[config.mk]
export PLATFORM = sky130hd
export DESIGN_NAME = uart_tx_queue
export DESIGN_NICKNAME = d
export VERILOG_FILES = /design/src/rtl/uart_pkg.sv /design/src/rtl/uart_byte_fifo.sv /design/src/rtl/uart_tx_queue.sv
export SDC_FILE = /design/constraint.sdc
export NUM_CORES = 1
export LEC_CHECK = 0
export BUFFER_PORTS_ARGS = -buffer_cell sky130_fd_sc_hd__clkbuf_2
export CAP_MARGIN = 20
export CELL_PAD_IN_SITES_DETAIL_PLACEMENT = 1
export CELL_PAD_IN_SITES_GLOBAL_PLACEMENT = 2
export CORE_AREA = 2 2 139 107
export CTS_CLUSTER_DIAMETER = 80
export DETAILED_ROUTE_END_ITERATION = 10
export DIE_AREA = 0 0 141 109
export GPL_ROUTABILITY_DRIVEN = 0
export HOLD_SLACK_MARGIN = 0.06
export PLACE_DENSITY_LB_ADDON = 0.2
export SLEW_MARGIN = 10
export SYNTH_ARGS = -nofsm -noshare
export SYNTH_HDL_FRONTEND = slang
export SYNTH_SLANG_ARGS = --single-unit
[constraint.sdc]
create_clock -name clk -period 3.8 [get_ports clk]
set_input_delay 0.19 -clock clk [delete_from_list [all_inputs] [get_ports clk]]
set_output_delay 0.19 -clock clk [all_outputs]
set_load 0.05 [all_outputs]
[src/rtl/uart_pkg.sv]
// rtl/uart_pkg.sv - shared byte width and launch FSM state type for the UART transmit queue
package uart_pkg;
  localparam int BYTE_W = 8;

  typedef enum logic [1:0] {
    IDLE      = 2'd0,
    LAUNCH    = 2'd1,
    WAIT_BUSY = 2'd2,
    WAIT_DONE = 2'd3
  } tx_q_state_t;
endpackage

[src/rtl/uart_byte_fifo.sv]
// rtl/uart_byte_fifo.sv - synchronous byte FIFO with show-ahead read data and registered flags
module uart_byte_fifo
  import uart_pkg::*;
#(
  parameter int  DEPTH = 16,
  localparam int AW    = $clog2(DEPTH)
) (
  input  logic              clk,
  input  logic              rst_n,
  input  logic              wr_en,
  input  logic [BYTE_W-1:0] wr_data,
  input  logic              rd_en,
  output logic [BYTE_W-1:0] rd_data,
  output logic [AW:0]       count,
  output logic              full,
  output logic              empty
);
  localparam logic [AW:0] FULL_CNT = DEPTH[AW:0];

  logic [BYTE_W-1:0] r_mem [DEPTH];
  logic [AW-1:0]     r_wr_ptr;
  logic [AW-1:0]     r_rd_ptr;
  logic [AW:0]       r_count;
  logic [AW:0]       w_count_nxt;
  logic              r_full;
  logic              r_empty;

  always_comb begin
    w_count_nxt = r_count;
    case ({wr_en, rd_en})
      2'b10:   w_count_nxt = r_count + 1'b1;
      2'b01:   w_count_nxt = r_count - 1'b1;
      default: w_count_nxt = r_count;
    endcase
  end

  // Flags are computed from the next count so they change on the same edge as count.
  always_ff @(posedge clk or negedge rst_n) begin
    if (!rst_n) begin
      r_wr_ptr <= '0;
      r_rd_ptr <= '0;
      r_count  <= '0;
      r_full   <= 1'b0;
      r_empty  <= 1'b1;
    end else begin
      if (wr_en) r_wr_ptr <= r_wr_ptr + 1'b1;
      if (rd_en) r_rd_ptr <= r_rd_ptr + 1'b1;
      r_count <= w_count_nxt;
      r_full  <= (w_count_nxt == FULL_CNT);
      r_empty <= (w_count_nxt == '0);
    end
  end

  always_ff @(posedge clk) begin
    if (wr_en) r_mem[r_wr_ptr] <= wr_data;
  end

  assign rd_data = r_mem[r_rd_ptr];
  assign count   = r_count;
  assign full    = r_full;
  assign empty   = r_empty;
endmodule

[src/rtl/uart_tx_queue.sv]
// rtl/uart_tx_queue.sv - byte queue and launch controller feeding async_transmitter via TxD_busy
module uart_tx_queue
  import uart_pkg::*;
#(
  parameter int  DEPTH        = 16,
  parameter int  BUSY_TIMEOUT = 4,
  localparam int AW           = $clog2(DEPTH)
) (
  input  logic              clk,
  input  logic              rst_n,
  input  logic              in_valid,
  input  logic [BYTE_W-1:0] in_data,
  input  logic              tx_busy,
  output logic              tx_start,
  output logic [BYTE_W-1:0] tx_data,
  output logic              full,
  output logic              empty,
  output logic [AW:0]       count,
  output logic              overflow,
  input  logic              clr_overflow
);
  localparam int          TW      = $clog2(BUSY_TIMEOUT + 1);
  localparam logic [TW-1:0] TO_LAST = TW'(BUSY_TIMEOUT - 1);

  tx_q_state_t       r_state;
  tx_q_state_t       w_state_nxt;
  logic [TW-1:0]     r_to_cnt;
  logic [TW-1:0]     w_to_cnt_nxt;
  logic              w_pop;
  logic              w_wr_accept;
  logic              w_fifo_full;
  logic              w_fifo_empty;
  logic [BYTE_W-1:0] w_head;
  logic              r_tx_start;
  logic [BYTE_W-1:0] r_tx_data;
  logic              r_overflow;

  // A full FIFO still takes a write when the launch pops a byte on the same edge.
  assign w_wr_accept = in_valid && (!w_fifo_full || w_pop);

  uart_byte_fifo #(.DEPTH(DEPTH)) u_fifo (
    .clk     (clk),
    .rst_n   (rst_n),
    .wr_en   (w_wr_accept),
    .wr_data (in_data),
    .rd_en   (w_pop),
    .rd_data (w_head),
    .count   (count),
    .full    (w_fifo_full),
    .empty   (w_fifo_empty)
  );

  always_comb begin
    w_state_nxt  = r_state;
    w_pop        = 1'b0;
    w_to_cnt_nxt = '0;
    case (r_state)
      IDLE: begin
        if (!w_fifo_empty && !tx_busy) begin
          w_state_nxt = LAUNCH;
          w_pop       = 1'b1;
        end
      end
      LAUNCH:    w_state_nxt = WAIT_BUSY;
      WAIT_BUSY: begin
        // A transmitter that never acknowledges must not stall the queue forever.
        if (tx_busy)                 w_state_nxt = WAIT_DONE;
        else if (r_to_cnt == TO_LAST) w_state_nxt = IDLE;
        else                          w_to_cnt_nxt = r_to_cnt + 1'b1;
      end
      WAIT_DONE: begin
        if (!tx_busy) w_state_nxt = IDLE;
      end
      default:   w_state_nxt = IDLE;
    endcase
  end

  always_ff @(posedge clk or negedge rst_n) begin
    if (!rst_n) begin
      r_state    <= IDLE;
      r_to_cnt   <= '0;
      r_tx_start <= 1'b0;
      r_tx_data  <= '0;
      r_overflow <= 1'b0;
    end else begin
      r_state    <= w_state_nxt;
      r_to_cnt   <= w_to_cnt_nxt;
      r_tx_start <= w_pop;
      if (w_pop) r_tx_data <= w_head;
      if (in_valid && !w_wr_accept) r_overflow <= 1'b1;
      else if (clr_overflow)        r_overflow <= 1'b0;
    end
  end

  assign tx_start = r_tx_start;
  assign tx_data  = r_tx_data;
  assign full     = w_fifo_full;
  assign empty    = w_fifo_empty;
  assign overflow = r_overflow;
endmodule
; Word-level counts from Yosys, hierarchy flattened
; Memory sizes are Yosys's and may differ from the RTL's. A register that Yosys moved wholly into a read port is not among the register bits.
; Index checks and enable logic that the tools add are counted.
[totals]
out_inout_bits = 17
mem_count = 1
ram_bits = 128
regBits = 22
input_bits = 13
elab_cells = 53
[op_classes]
n_eq_ne = 10
addsub = 5
n_reduce_logical = 13
mux = 15
[mem_list]
columns = name, depth, word_bits, rd, rd_ports_with_merged_regs, write_ports, line
row1 = u_fifo.r_mem, 16, 8, 1, 1, 1, uart_byte_fifo.sv:20  ; logic [BYTE_W-1:0] r_mem [DEPTH];
[op_table]
columns = op, n
row1 = 5-bit one-hot mux with 2 select lines, 1
row2 = 3-bit two-way mux, 3
row3 = "4-bit by 1-bit adder with 4-bit output, second input constant", 2
row4 = 2-bit two-way mux, 4
row5 = 2-bit one-hot mux with 4 select lines, 1
row6 = "2-bit == test, second input constant", 3
row7 = 1-bit two-way mux, 6
row8 = "5-bit by 1-bit adder with 5-bit output, second input constant", 1
row9 = "5-bit == test, second input constant", 1
row10 = 1-bit zero test, 5
row11 = 5-bit zero test, 1
row12 = "5-bit by 1-bit subtractor with 5-bit output, second input constant", 1
row13 = "2-bit by 1-bit == test with 1-bit output, second input constant", 2
row14 = "2-bit != test, second input constant", 2
row15 = "3-bit by 1-bit adder with 3-bit output, second input constant", 1
row16 = "3-bit by 2-bit == test with 1-bit output, second input constant", 1
row17 = 1-bit logical AND, 3
row18 = "3-bit != test, second input constant", 1
row19 = 3-bit AND reduction, 1
row20 = 2-bit zero test, 1
row21 = 2-bit nonzero test, 1
row22 = 1-bit logical OR, 1

; Depth between registers and ports, before layout
[logic_depth]
depth_word = 9
ltp_mapped = 13
ltp_nobuf = 12

; Cells and area by module
; Synthesis repeated with hierarchy kept, for this count alone.
[unflattened]
hier_cells = 318
area_unflattened_um2 = 6337.3
[by_module_without_submodules]
columns = mod, instances, seq_area_each_um2, cells_each, area_each_um2
row1 = uart_byte_fifo, 1, 4220.3, 277, 5749.3
row2 = uart_tx_queue, 1, 375.4, 41, 588.1

; Worst setup path after synthesis
; Ideal clock, no wire load.
[synth_timing]
path_kind = register to register
from = register u_fifo.r_empty, in the netlist u_fifo.empty
to = register u_fifo.r_full, in the netlist u_fifo.full
path_slack_ns = 1.052
required_ns = 3.727
arrival_ns = 2.675
stages_incl_launch_ff = 14
n_path_buf = 1
setup_time_ns = 0.073
synth_period_minus_slack_ns = 2.748
cell_sequence = dfstp_2 > nor2_1 > nand2_1 > a21boi_2 > inv_2 > ha_1 > buf_4 > xor2_1 > ha_1 > a21oi_1 > mux2i_1 > xnor2_1 > a311o_1 > nor2b_1
[synth_via]
elab_chain_len = 9
word_cells_on_any_way = 10
cone_classes = 3 x eq/ne / 3 x mux / 4 x reduce/logical
[synth_lines]
columns = item, line
row1 = "start, declared", uart_byte_fifo.sv:26  ; logic r_empty;
row2 = "start signal, assigned", uart_byte_fifo.sv:50  ; r_empty <= (w_count_nxt == '0);
row3 = 1-bit zero test (*), uart_tx_queue.sv:59  ; if (!w_fifo_empty && !tx_busy) begin
row4 = 1-bit logical AND (*), uart_tx_queue.sv:59
row5 = 1-bit two-way mux (*), uart_tx_queue.sv:59
row6 = 1-bit two-way mux (*), uart_tx_queue.sv:57  ; case (r_state)
row7 = 1-bit logical OR, uart_tx_queue.sv:39  ; assign w_wr_accept = in_valid && (!w_fifo_full || w_pop);
row8 = 1-bit logical AND, uart_tx_queue.sv:39
row9 = 2-bit by 1-bit == test with 1-bit output / 2-bit == test (equally long branches), uart_byte_fifo.sv:30  ; case ({wr_en, rd_en})
row10 = 5-bit one-hot mux with 2 select lines (*), uart_byte_fifo.sv:30
row11 = named net u_fifo.w_count_nxt[2], uart_byte_fifo.sv:24  ; logic [AW:0] w_count_nxt;
row12 = 5-bit == test (*), uart_byte_fifo.sv:49  ; r_full <= (w_count_nxt == FULL_CNT);
row13 = "end signal, assigned", uart_byte_fifo.sv:49
row14 = "end, declared", uart_byte_fifo.sv:25  ; logic r_full;
; The timed path passes the listed nets; every way through them passes the cells marked *.
; A chain may end at the register's enable or synchronous reset.

; Worst setup path in the final report
[layout_timing]
from = register r_state[1]
to = register u_fifo.r_empty, in the netlist u_fifo.empty
[layout_via]
elab_chain_len = 7
word_cells_on_any_way = 8
cone_classes = 2 x eq/ne / 2 x mux / 4 x reduce/logical
[layout_lines]
columns = item, line
row1 = "start, declared", uart_tx_queue.sv:25  ; tx_q_state_t r_state;
row2 = "start signal, assigned", uart_tx_queue.sv:86  ; r_state <= w_state_nxt;
row3 = 2-bit zero test (*), uart_tx_queue.sv:57
row4 = 1-bit two-way mux (*), uart_tx_queue.sv:57
row5 = 1-bit logical OR, uart_tx_queue.sv:39
row6 = 1-bit logical AND, uart_tx_queue.sv:39
row7 = 2-bit by 1-bit == test with 1-bit output / 2-bit == test (equally long branches), uart_byte_fifo.sv:30
row8 = 5-bit one-hot mux with 2 select lines (*), uart_byte_fifo.sv:30
row9 = 5-bit zero test (*), uart_byte_fifo.sv:50
; Mark *: on every way between the ends. The rest lies on a longest branch, timed or not.

==> out/results.tsv <==
metric	value	unit
status	finished clean	
diodes	0	
vias_per_cell	5.42	
fin_skew	11.6	ps
clk_path_buf_depth	2	
crit_type	flop to flop	
drt_wl_total	13.4	mm
totalPowerFinal	0.00595	W
path_clk_slew	60	ps
finalCritPeriodShare	0.790	
cp.arrival	3350	ps
wl_per_cell	22.7	um
p_int	0.00401	W
layout.nets	419	
drt-pass1-iter-count	4	
drc_errors	0	
hold_viol_final	0	
nFillCells	1292	
min_path_type	input pin to flop	
track_usage	0.193	
cts-root-buf	clkbuf_16	
fmax	333	MHz
crit_path_start_kind	flop	
grt_max_degree	31	
p_per_area	804	nW/um^2
synth-seq-cells	158	
ant_nets	0	
crit_path_end_kind	flop	
row_count	38	
synth_seq_area_share	0.729	
die_area	15400	um^2
synth_area	6310	um^2
die_y	109	um
io_buffers	29	
pwr-share-comb	0.269	
grt_pass1_wl	20.7	mm
htreeDepth	4	
synth_area_leader_cell	edfxtp_1	
relSlewSlack	0.355	
area_growth	17.4	%
rsz0062_at_grt	false	
leakagePower	2.62	nW
power_switching	0.00194	W
post_cts_buffers	0	
synth_area_leaders	edfxtp_1 (61%), dfrtp_1 (12%), mux4_2 (11%), mux2i_1 (2.7%), ha_1 (2.0%)	
cts_hold_buf	4	
cpPeakStageDelay	540	ps
pin_count	30	
yosysUniqueCellTypes	36	
crit_chain	nor2_1 -> nand2_1 -> a21boi_2 -> inv_2 -> ha_1 -> ha_1 -> or4b_1 -> a311o_1 -> nor2_1	
grt-ovfl-total	0	
grt_pass1_vias	3497	
drv_cap	0	
finalSetupViolCount	0	
coreArea	14100	um^2
cts_made_buffers	17	
initial_core_util	0.447	
cts.sinks	158	
cts_resized	0	
fin_tns_setup	0	ps
dpl.hpwl	8.89	mm
p_clk_frac	0.315	
via_count	3190	
switching_share	0.326	
crit_fanout	9	
required	4150	ps
syn_inst	346	
max-vdd-ir-drop	0.420	mV
antenna_found_initial	0	
syn_nets	369	
drive_above_1_share	0.281	
clock_latency	430	ps
drt_iter0_markers	159	
die_w	141	um
tightest_slew	963	ps
period_needed	3000	ps
critical-path-slowest-cell	or4b_1	
pwr-share-seq	0.416	
cts_tree	yes	
synth_top_area_share	0.609	
syn_avg_cell_area	18.2	um^2
final_max_slew_viol_count	0	
synth_warnings	0	
[logic make-up (layout without fill, tap and decap cells)]
| kind of cell | after synthesis | count (layout) | share of synthesized area |
|---|---|---|---|
| DFF | 158 | 158 | 0.729 |
| and+or+nand+nor | 69 | 69 | 0.0528 |
| muxes | 50 | 50 | 0.143 |
| AOI/OAI and AO/OA | 27 | 27 | 0.0250 |
| buffers and inverters | 20 | 83 | 0.0141 |
| xor gates and xnor gates | 12 | 12 | 0.0167 |
| adders and majority gates | 10 | 10 | 0.0198 |
[Yosys cell counts (all sizes together)]
cell     instances
nor2            28
clkbuf           8
buf              7
nand4bb          1
a31oi            1
nor3             5
mux4            32
o32ai            1
dfrtp           29
nand2b           3
nand3            2
nor3b            2
a311o            1
xor2             4
nand2           18
a21boi           1
dfstp            1
nand4            3
o21a             2
o21ai           11
mux2i           17
xnor2            8
mux2             1
ha              10
edfxtp         128
inv              5
nor2b            3
or4b             1
or3b             1
nand4b           2
a21oi           10
[metal layers]
| metal | vias up | routed length (um) | track usage |
|---|---|---|---|
| li1 | 1462 | - | - |
| met1 | 1647 | 6050 | 0.264 |
| met2 | 68 | 6410 | 0.303 |
| met3 | 13 | 768 | 0.0413 |
| met4 | 0 | 151 | 0.0879 |
| met5 | - | 0 | 0 |
[area by class of cell]
cell class | count | area [um^2] | area share
multi-input cells | 168 | 1620 | 0.219
clock inverters | 15 | 234 | 0.0316
well taps | 180 | 225 | 0.0304
clock buffers | 17 | 425 | 0.0574
flip-flops and latches | 158 | 4600 | 0.621
repair buffers | 46 | 283 | 0.0382
inverters | 5 | 18.8 | 0.00253
[final timing paths]
kind,slack [ps],endpoint,startpoint,cells after the start
worst max-delay path,800,u_fifo.empty,r_state[1],9
worst min-delay path,190,u_fifo.r_mem[11][6],in_data[6],1
worst max register to register,800,u_fifo.empty,r_state[1],9
worst min register to register,440,r_to_cnt[0],r_to_cnt[0],1
max in group asynchronous,2830,u_fifo.r_rd_ptr[1],rst_n,2
min in group asynchronous,390,u_fifo.count[3],rst_n,2
[per-stage QoR]
step	util	hold slack (ps)	std cells	setup slack, ps	cell area (um^2)
floorplan	-	-106	346	1050	6310
global route	0.525	204	589	505	7410
CTS	0.525	175	589	756	7410
detailed placement	0.475	317	553	785	6710
global placement	0.475	304	553	961	6710
finish	0.525	194	589	800	7410
[sequential cells by signal, indices dropped and copies added, names as in the netlist]
register,cells
u_fifo.empty,1
u_fifo.r_wr_ptr,4
r_state,2
tx_start,1
u_fifo.full,1
u_fifo.count,5
u_fifo.r_rd_ptr,4
r_to_cnt,3
overflow,1
tx_data,8
u_fifo.r_mem,128
[power groups by stage]
stage               Combinational, W  Sequential [W]  Clock (W)
finish                       0.00160         0.00248    0.00187
global route                 0.00173         0.00254    0.00199
CTS                          0.00163         0.00249    0.00192
detailed placement           0.00162         0.00252          0
global placement             0.00158         0.00251          0
floorplan                    0.00106         0.00257          0
[cell usage in the layout (no fill, tap or decap), drive strengths merged, types with 4 or more instances in the layout]
cell type,count
nor3,5
inv,9
o21ai,11
edfxtp,128
xor2,4
xnor2,8
a21oi,10
mux4,32
nor2,28
mux2i,17
dfrtp,29
clkbuf,46
bufinv,5
ha,10
buf,13
dlygate4sd3,4
nand2,18
[critical path, delay by kind of cell, from the launching register on]
| kind | cells | cell delay [ps] |
|---|---|---|
| DFF | 1 | 420 |
| and+or+nand+nor | 4 | 970 |
| buffers and inverters | 1 | 70 |
| adders and majority gates | 2 | 720 |
| AOI/OAI and AO/OA | 2 | 750 |
Note: power is estimated with default switching activity, not from simulation.
